==> config.mk <==
export PLATFORM = sky130hd
export DESIGN_NAME = xc_malu_iter
export DESIGN_NICKNAME = d
export VERILOG_FILES = /design/src/rtl/xc_malu_iter.sv
export SDC_FILE = /design/constraint.sdc
export NUM_CORES = 1
export LEC_CHECK = 0
export CORE_ASPECT_RATIO = 2
export CORE_MARGIN = 4
export CORE_UTILIZATION = 45
export CTS_BUF_LIST = sky130_fd_sc_hd__clkbuf_4 sky130_fd_sc_hd__clkbuf_8
export DETAILED_ROUTE_END_ITERATION = 10
export PLACE_DENSITY = 0.66
export RECOVER_POWER = 50
export SLEW_MARGIN = 20
export SYNTH_ARGS = -nofsm -noshare
export SYNTH_HDL_FRONTEND = slang
export SYNTH_SLANG_ARGS = --single-unit
==> constraint.sdc <==
create_clock -name clock -period 4.3 [get_ports clock]
set_input_delay 0.645 -clock clock [delete_from_list [all_inputs] [get_ports clock]]
set_output_delay 0.645 -clock clock [all_outputs]
set_load 0.02 [all_outputs]
==> src/rtl/xc_malu_iter.sv <==
`default_nettype none
// ============================================================================
//  Module   : xc_malu_iter
//  Purpose  : Iterative multiply / divide / remainder unit. Multiplies one
//             multiplier bit per cycle (shift-add, or shift-XOR for
//             carryless), or divides one restoring step per cycle, on operand
//             magnitudes. A single FIX cycle then applies the sign correction.
//  Revision : 1.0 - initial release
// ----------------------------------------------------------------------------
//  Ports
//    clock          rising-edge clock for all state
//    reset          synchronous, active-high reset
//    rs1 / rs2      left / right operand (XLEN bits)
//    valid          request present, held with stable inputs until flush
//    flush          abort or retire the current operation
//    uop_div/mul/rem one-hot operation select
//    mod_lh_sign    rs1 is signed (and rs2 too for div/rem)
//    mod_rh_sign    rs2 is signed (mul only)
//    mod_carryless  GF(2) multiply, mul only
//    result         2*XLEN-bit result, held while ready
//    ready          result valid
// ============================================================================
module xc_malu_iter #(
  parameter int XLEN = 32
) (
  input  logic              clock,
  input  logic              reset,
  input  logic [XLEN-1:0]   rs1,
  input  logic [XLEN-1:0]   rs2,
  input  logic              valid,
  input  logic              flush,
  input  logic              uop_div,
  input  logic              uop_mul,
  input  logic              uop_rem,
  input  logic              mod_lh_sign,
  input  logic              mod_rh_sign,
  input  logic              mod_carryless,
  output logic [2*XLEN-1:0] result,
  output logic              ready
);

  localparam int            CW     = $clog2(XLEN) + 1;
  localparam logic [CW-1:0] C_LAST = CW'(XLEN - 1);

  typedef enum logic [2:0] {
    S_IDLE = 3'd0,
    S_MUL  = 3'd1,
    S_DIV  = 3'd2,
    S_FIX  = 3'd3,
    S_DONE = 3'd4
  } state_t;

  state_t              r_state;
  state_t              w_next;
  logic [CW-1:0]       r_count;

  // Multiply datapath: accumulator, left-shifting multiplicand, right-shifting
  // multiplier.
  logic [2*XLEN-1:0]   r_acc;
  logic [2*XLEN-1:0]   r_mcand;
  logic [XLEN-1:0]     r_mplier;
  // Divide datapath: partial remainder, dividend shifting into quotient.
  logic [XLEN-1:0]     r_divisor;
  logic [XLEN-1:0]     r_quo;
  logic [XLEN-1:0]     r_rem;
  // Captured op bits.
  logic                r_neg;
  logic                r_clmul;
  logic                r_is_mul;
  logic                r_is_rem;

  // --------------------------------------------------------------------------
  // Request decode and operand magnitudes
  // --------------------------------------------------------------------------
  logic              w_op_ok;
  logic              w_start;
  logic              w_div_zero;
  logic              w_a_signed;
  logic              w_b_signed;
  logic              w_a_neg;
  logic              w_b_neg;
  logic              w_neg_res;
  logic [XLEN-1:0]   w_a_mag;
  logic [XLEN-1:0]   w_b_mag;

  assign w_op_ok = ( uop_mul & ~uop_div & ~uop_rem) |
                   (~uop_mul &  uop_div & ~uop_rem) |
                   (~uop_mul & ~uop_div &  uop_rem);
  assign w_start    = valid & ~flush & w_op_ok;
  assign w_div_zero = (rs2 == '0);

  // Carryless multiply is sign-agnostic; div/rem take both signs from lh.
  assign w_a_signed = uop_mul ? (mod_lh_sign & ~mod_carryless) : mod_lh_sign;
  assign w_b_signed = uop_mul ? (mod_rh_sign & ~mod_carryless) : mod_lh_sign;
  assign w_a_neg    = w_a_signed & rs1[XLEN-1];
  assign w_b_neg    = w_b_signed & rs2[XLEN-1];
  assign w_a_mag    = w_a_neg ? -rs1 : rs1;
  assign w_b_mag    = w_b_neg ? -rs2 : rs2;
  // Remainder follows the dividend; product and quotient follow the XOR.
  assign w_neg_res  = uop_rem ? w_a_neg : (w_a_neg ^ w_b_neg);

  // --------------------------------------------------------------------------
  // Iteration steps
  // --------------------------------------------------------------------------
  logic [2*XLEN-1:0] w_mul_sum;
  logic [2*XLEN-1:0] w_acc_next;
  logic [XLEN:0]     w_rem_shift;
  logic [XLEN:0]     w_sub;
  logic              w_ge;

  assign w_mul_sum  = r_clmul ? (r_acc ^ r_mcand) : (r_acc + r_mcand);
  assign w_acc_next = r_mplier[0] ? w_mul_sum : r_acc;

  // The partial remainder is always below the divisor, so the shifted value
  // is below twice the divisor and the sign bit of the XLEN+1-bit difference
  // alone says whether the subtraction fits.
  assign w_rem_shift = {r_rem, r_quo[XLEN-1]};
  assign w_sub       = w_rem_shift - {1'b0, r_divisor};
  assign w_ge        = ~w_sub[XLEN];

  // --------------------------------------------------------------------------
  // Sign correction applied in FIX
  // --------------------------------------------------------------------------
  logic [2*XLEN-1:0] w_fix_result;

  always_comb begin
    w_fix_result = '0;
    if (r_is_mul) begin
      w_fix_result = r_neg ? -r_acc : r_acc;
    end else if (r_is_rem) begin
      w_fix_result = {{XLEN{1'b0}}, (r_neg ? -r_rem : r_rem)};
    end else begin
      w_fix_result = {{XLEN{1'b0}}, (r_neg ? -r_quo : r_quo)};
    end
  end

  // --------------------------------------------------------------------------
  // FSM
  // --------------------------------------------------------------------------
  always_ff @(posedge clock) begin
    if (reset) begin
      r_state <= S_IDLE;
    end else begin
      r_state <= w_next;
    end
  end

  always_comb begin
    w_next = r_state;
    case (r_state)
      S_IDLE: begin
        if (w_start) begin
          if (uop_mul)         w_next = S_MUL;
          else if (w_div_zero) w_next = S_DONE;
          else                 w_next = S_DIV;
        end
      end
      S_MUL, S_DIV: begin
        if (flush)                  w_next = S_IDLE;
        else if (r_count == C_LAST) w_next = S_FIX;
      end
      S_FIX: begin
        w_next = flush ? S_IDLE : S_DONE;
      end
      S_DONE: begin
        if (flush) w_next = S_IDLE;
      end
      default: w_next = S_IDLE;
    endcase
  end

  // --------------------------------------------------------------------------
  // Datapath
  // --------------------------------------------------------------------------
  always_ff @(posedge clock) begin
    if (reset) begin
      r_count   <= '0;
      r_acc     <= '0;
      r_mcand   <= '0;
      r_mplier  <= '0;
      r_divisor <= '0;
      r_quo     <= '0;
      r_rem     <= '0;
      r_neg     <= 1'b0;
      r_clmul   <= 1'b0;
      r_is_mul  <= 1'b0;
      r_is_rem  <= 1'b0;
      result    <= '0;
    end else begin
      case (r_state)
        S_IDLE: begin
          if (w_start) begin
            r_count   <= '0;
            r_acc     <= '0;
            r_mcand   <= {{XLEN{1'b0}}, w_a_mag};
            r_mplier  <= w_b_mag;
            r_divisor <= w_b_mag;
            r_quo     <= w_a_mag;
            r_rem     <= '0;
            r_neg     <= w_neg_res;
            r_clmul   <= mod_carryless & uop_mul;
            r_is_mul  <= uop_mul;
            r_is_rem  <= uop_rem;
            // Divide by zero skips the iteration and answers immediately.
            if (!uop_mul && w_div_zero) begin
              result <= uop_rem ? {{XLEN{1'b0}}, rs1}
                                : {{XLEN{1'b0}}, {XLEN{1'b1}}};
            end
          end
        end
        S_MUL: begin
          r_acc    <= w_acc_next;
          r_mcand  <= r_mcand << 1;
          r_mplier <= r_mplier >> 1;
          r_count  <= r_count + 1'b1;
        end
        S_DIV: begin
          r_rem   <= w_ge ? w_sub[XLEN-1:0] : w_rem_shift[XLEN-1:0];
          r_quo   <= {r_quo[XLEN-2:0], w_ge};
          r_count <= r_count + 1'b1;
        end
        S_FIX: begin
          if (!flush) result <= w_fix_result;
        end
        default: begin
        end
      endcase
    end
  end

  assign ready = (r_state == S_DONE);

endmodule
`default_nettype wire

==> results.py <==
metrics = {
    "synthesis": {
        "synthArstFlopShare_pct": 0,
        "synth_ff_type": "dfxtp_1",
        "yosys.cell_types.count": 70,
        "synth-seq-cells": 333,
        "synth_warnings": 0,
        "synth_cells": 3113,
        "ys_seq_area_share_pct": 29.2,
        "synth_area_per_cell_um2": 7.33,
        "syn_nets": 3290,
        "netlist_area_um2": 22800,
        "synth_edf_count": 0,
    },
    "clocking": {
        "root_buffer": "clkbuf_8",
        "clockBufferDepth": 3,
        "insertion_delay_ns": 0.66,
        "clkTransAtPathRegs_ns": 0.07,
        "htree_levels": 2,
        "post_cts_buffers": 0,
        "hold_buffers": 0,
        "cts_buffers": 51,
        "cts_resized": 0,
        "tritoncts": "done",
        "clock-sinks": 333,
    },
    "power": {
        "pwr-share-seq_pct": 39.0,
        "powerDensity_nw_per_um2": 319,
        "p_clk_share_pct": 37.3,
        "max-vdd-ir-drop_mv": 0.319,
        "netSwitchingFraction_pct": 32.1,
        "p_leak_nw": 10.0,
        "p_int_mw": 5.66,
        "p_sw_mw": 2.67,
        "p_comb_share_pct": 23.7,
    },
    "global_routing": {
        "grt_usage_pct": 34.4,
        "grt_pass1_wl_mm": 146,
        "grt-ovfl-total": 0,
        "grt_pass1_vias": 25000,
        "grt_max_degree": 147,
        "antenna_found_initial": 1,
    },
    "sta": {
        "fin_setup_tns_ns": 0,
        "period_minus_slack_ns": 4.11,
        "finClkSkew_ns": 0.0275,
        "worstMarginPinSlew_ns": 2.01,
        "setup_viol": 0,
        "slew_headroom_pct": -34.0,
        "fmax_ghz": 0.243,
        "rsz0062_at_grt": "false",
        "finalCritPeriodShare_pct": 95.6,
        "hold_ws_ns": 0.447,
        "hold_viol": 0,
        "slew_violations": 278,
        "setup_ws_ns": 0.187,
    },
    "run": {
        "maxCapViolations": 3,
    },
    "critical_path": {
        "startpoint_type": "flop",
        "crit_path_cell_trace": "or4_4 > or4_4 > or4_4 > or4_4 > or4_4 > or4_4 > o31ai_2 > xor2_1 > o21ai_0",
        "crit_arrival_ns": 4.62,
        "r2r-end": "result[61]",
        "worstSetupPathType": "flop to flop",
        "cpPeakStageDelay_ns": 0.61,
        "cp.required_ns": 4.81,
        "slowest_stage": "or4_4",
        "endpoint_kind": "flop",
        "rr_worst_depth": 9,
        "r2r_start": "r_acc[17]",
        "critPathTopFamily": "simple AND/OR/NAND/NOR gates",
        "path_common_cell": "or4_4",
        "r2r_slack_ns": 0.19,
        "path_buf_inv": 0,
        "critPathMaxFanout": 5,
    },
    "die": {
        "initial_utilization_pct": 45.6,
        "core.rowCount": 116,
        "io-pin-count": 139,
        "die_area_um2": 54600,
        "fp.dieW_um": 167,
        "die_h_um": 327,
        "core_area_um2": 50100,
    },
    "outcome": {
        "violations": "capacitance limit, slew limit",
        "status": "complete, but fails checks",
    },
    "routing": {
        "wl_met2_mm": 52.5,
        "top_layer": "met4",
        "wl_mm": 98.0,
        "num_vias": 24400,
        "vias_per_cell": 6.33,
        "wl_met1_mm": 29.0,
        "wl_met3_mm": 4.51,
        "drt_first_pass_iters": 6,
        "drtIter0Drc": 1676,
        "post_drt_wl_per_cell_um": 25.4,
        "post-route-drc-count": 0,
        "ant_nets": 0,
    },
    "placement": {
        "hpwlAfterDp_mm": 75.4,
        "portBuffers": 138,
        "place.gp.congestion": 1.04,
        "place_ws_ns": 0.232,
    },
    "worst_hold_path": {
        "min_to": "result[52]",
        "hold_class": "flop to flop",
        "worstHoldStart": "result[52]",
        "whs_path_depth": 2,
    },
    "final_layout": {
        "fillers": 5007,
        "area_growth_pct": 14.2,
        "drive_gt1_share_pct": 6.60,
        "final_nets": 3354,
    },
}
registers in the layout, indices dropped and copies added (netlist names):
| name | flops |
|---|---|
| r_quo | 32 |
| r_neg | 1 |
| r_is_rem | 1 |
| r_count | 6 |
| r_state | 3 |
| r_divisor | 32 |
| r_is_mul | 1 |
| r_clmul | 1 |
| r_mplier | 32 |
| r_rem | 32 |
| r_mcand | 64 |
| result | 64 |
| r_acc | 64 |
worst max-delay path by stage:
stage	end	slack (ns)	startpoint	depth (start not counted)
after floorplan	r_rem[10]	0.29	r_quo[31]	14
after global placement	result[54]	0.25	rs2[6]	11
after detailed placement	result[54]	0.23	rs2[6]	11
after CTS	result[61]	0.21	r_acc[17]	9
after global routing	result[61]	0.08	r_acc[17]	9
final	result[61]	0.19	r_acc[17]	9
metal layers:
layer / vias up / GRT usage (%)
met5: - / 0
met4: 0 / 33.4
met3: 451 / 5.09
met2: 971 / 66.7
met1: 11700 / 28.4
li1: 11400 / -
placed cells by master, fill, tap and decap left out, types with 71 or more instances in the layout:
| cell type | n |
|---|---|
| dfxtp_1 | 330 |
| inv_1 | 85 |
| a21oi_1 | 330 |
| xnor2_1 | 129 |
| a31oi_1 | 83 |
| nor2_1 | 219 |
| ha_1 | 101 |
| o21ai_0 | 250 |
| nand2_1 | 464 |
| nand3_1 | 120 |
| clkdlybuf4s50_1 | 71 |
| xor2_1 | 117 |
synthesized netlist by cell type (all sizes together) (12+ instances only):
library cell / number / area [um2]
nand2: 465 / 1750
dfxtp: 333 / 6670
a21oi: 331 / 1660
o21ai: 251 / 1260
nor2: 222 / 833
clkbuf: 184 / 691
xnor2: 130 / 1140
nand3: 120 / 601
xor2: 117 / 1020
ha: 101 / 1260
inv: 85 / 319
a31oi: 83 / 519
nor3: 48 / 240
or3: 48 / 300
o31ai: 47 / 363
a21o: 40 / 300
nand4: 36 / 225
a22oi: 33 / 248
mux2i: 33 / 330
or4: 28 / 233
nand2b: 26 / 163
a211oi: 25 / 188
nor4: 25 / 156
o41ai: 25 / 219
o211ai: 23 / 173
and3: 22 / 138
buf: 18 / 75.1
o21bai: 17 / 128
a221oi: 16 / 140
nor2b: 15 / 93.8
and2: 14 / 87.6
or2: 13 / 81.3
o221ai: 12 / 105
worst register-to-register path, stage by stage (launching register included):
cell and delay (ns):
dfxtp_1 0.36, or4_4 0.55, or4_4 0.47, or4_4 0.61, or4_4 0.46, or4_4 0.46
or4_4 0.52, o31ai_2 0.22, xor2_1 0.21, o21ai_0 0.10
layout make-up:
type / count / area [um2] / area share (%)
Antenna cell: 1 / 2.50 / 0.00960
Multi-Input combinational cell: 2492 / 15100 / 58.0
Inverter: 86 / 323 / 1.24
Sequential cell: 333 / 6670 / 25.6
Timing Repair Buffer: 213 / 1970 / 7.57
Clock buffer: 78 / 1000 / 3.85
Tap cell: 649 / 812 / 3.11
Clock inverter: 12 / 171 / 0.657
power by group through the flow:
stage	Combinational, mW	Clock [mW]	Sequential [mW]
floorplan	1.33	0	3.27
global placement	1.92	0	3.31
detailed placement	1.94	0	3.31
CTS	1.95	3.17	3.24
global route	2.11	3.27	3.25
finish	1.98	3.11	3.25
per-stage QoR:
stage          total power, mW  instance area [um2]  util (%)  cells
4_1_cts                   8.36                26100      52.2   3863
6_report                  8.33                26100      52.1   3864
5_1_grt                   8.63                26100      52.1   3864
2_1_floorplan             4.60                22800         -   3113
3_5_place_dp              5.26                24900      49.8   3773
3_3_place_gp              5.23                24900      49.8   3773
kinds of logic (layout without fill, tap and decap cells):
kind of cell / count (synthesis) / after routing / synth area share [%]
and+or+nand+nor: 1104 / 1104 / 22.2
AOI/OAI and AO/OA: 1003 / 1003 / 27.0
DFF: 333 / 333 / 29.2
buffers and inverters: 288 / 389 / 4.77
xor gates and xnor gates: 247 / 247 / 9.48
adders and majority gates: 103 / 103 / 5.71
muxes: 35 / 35 / 1.59
other: 0 / 1 / 0
Note: power is estimated with default switching activity, not from simulation.
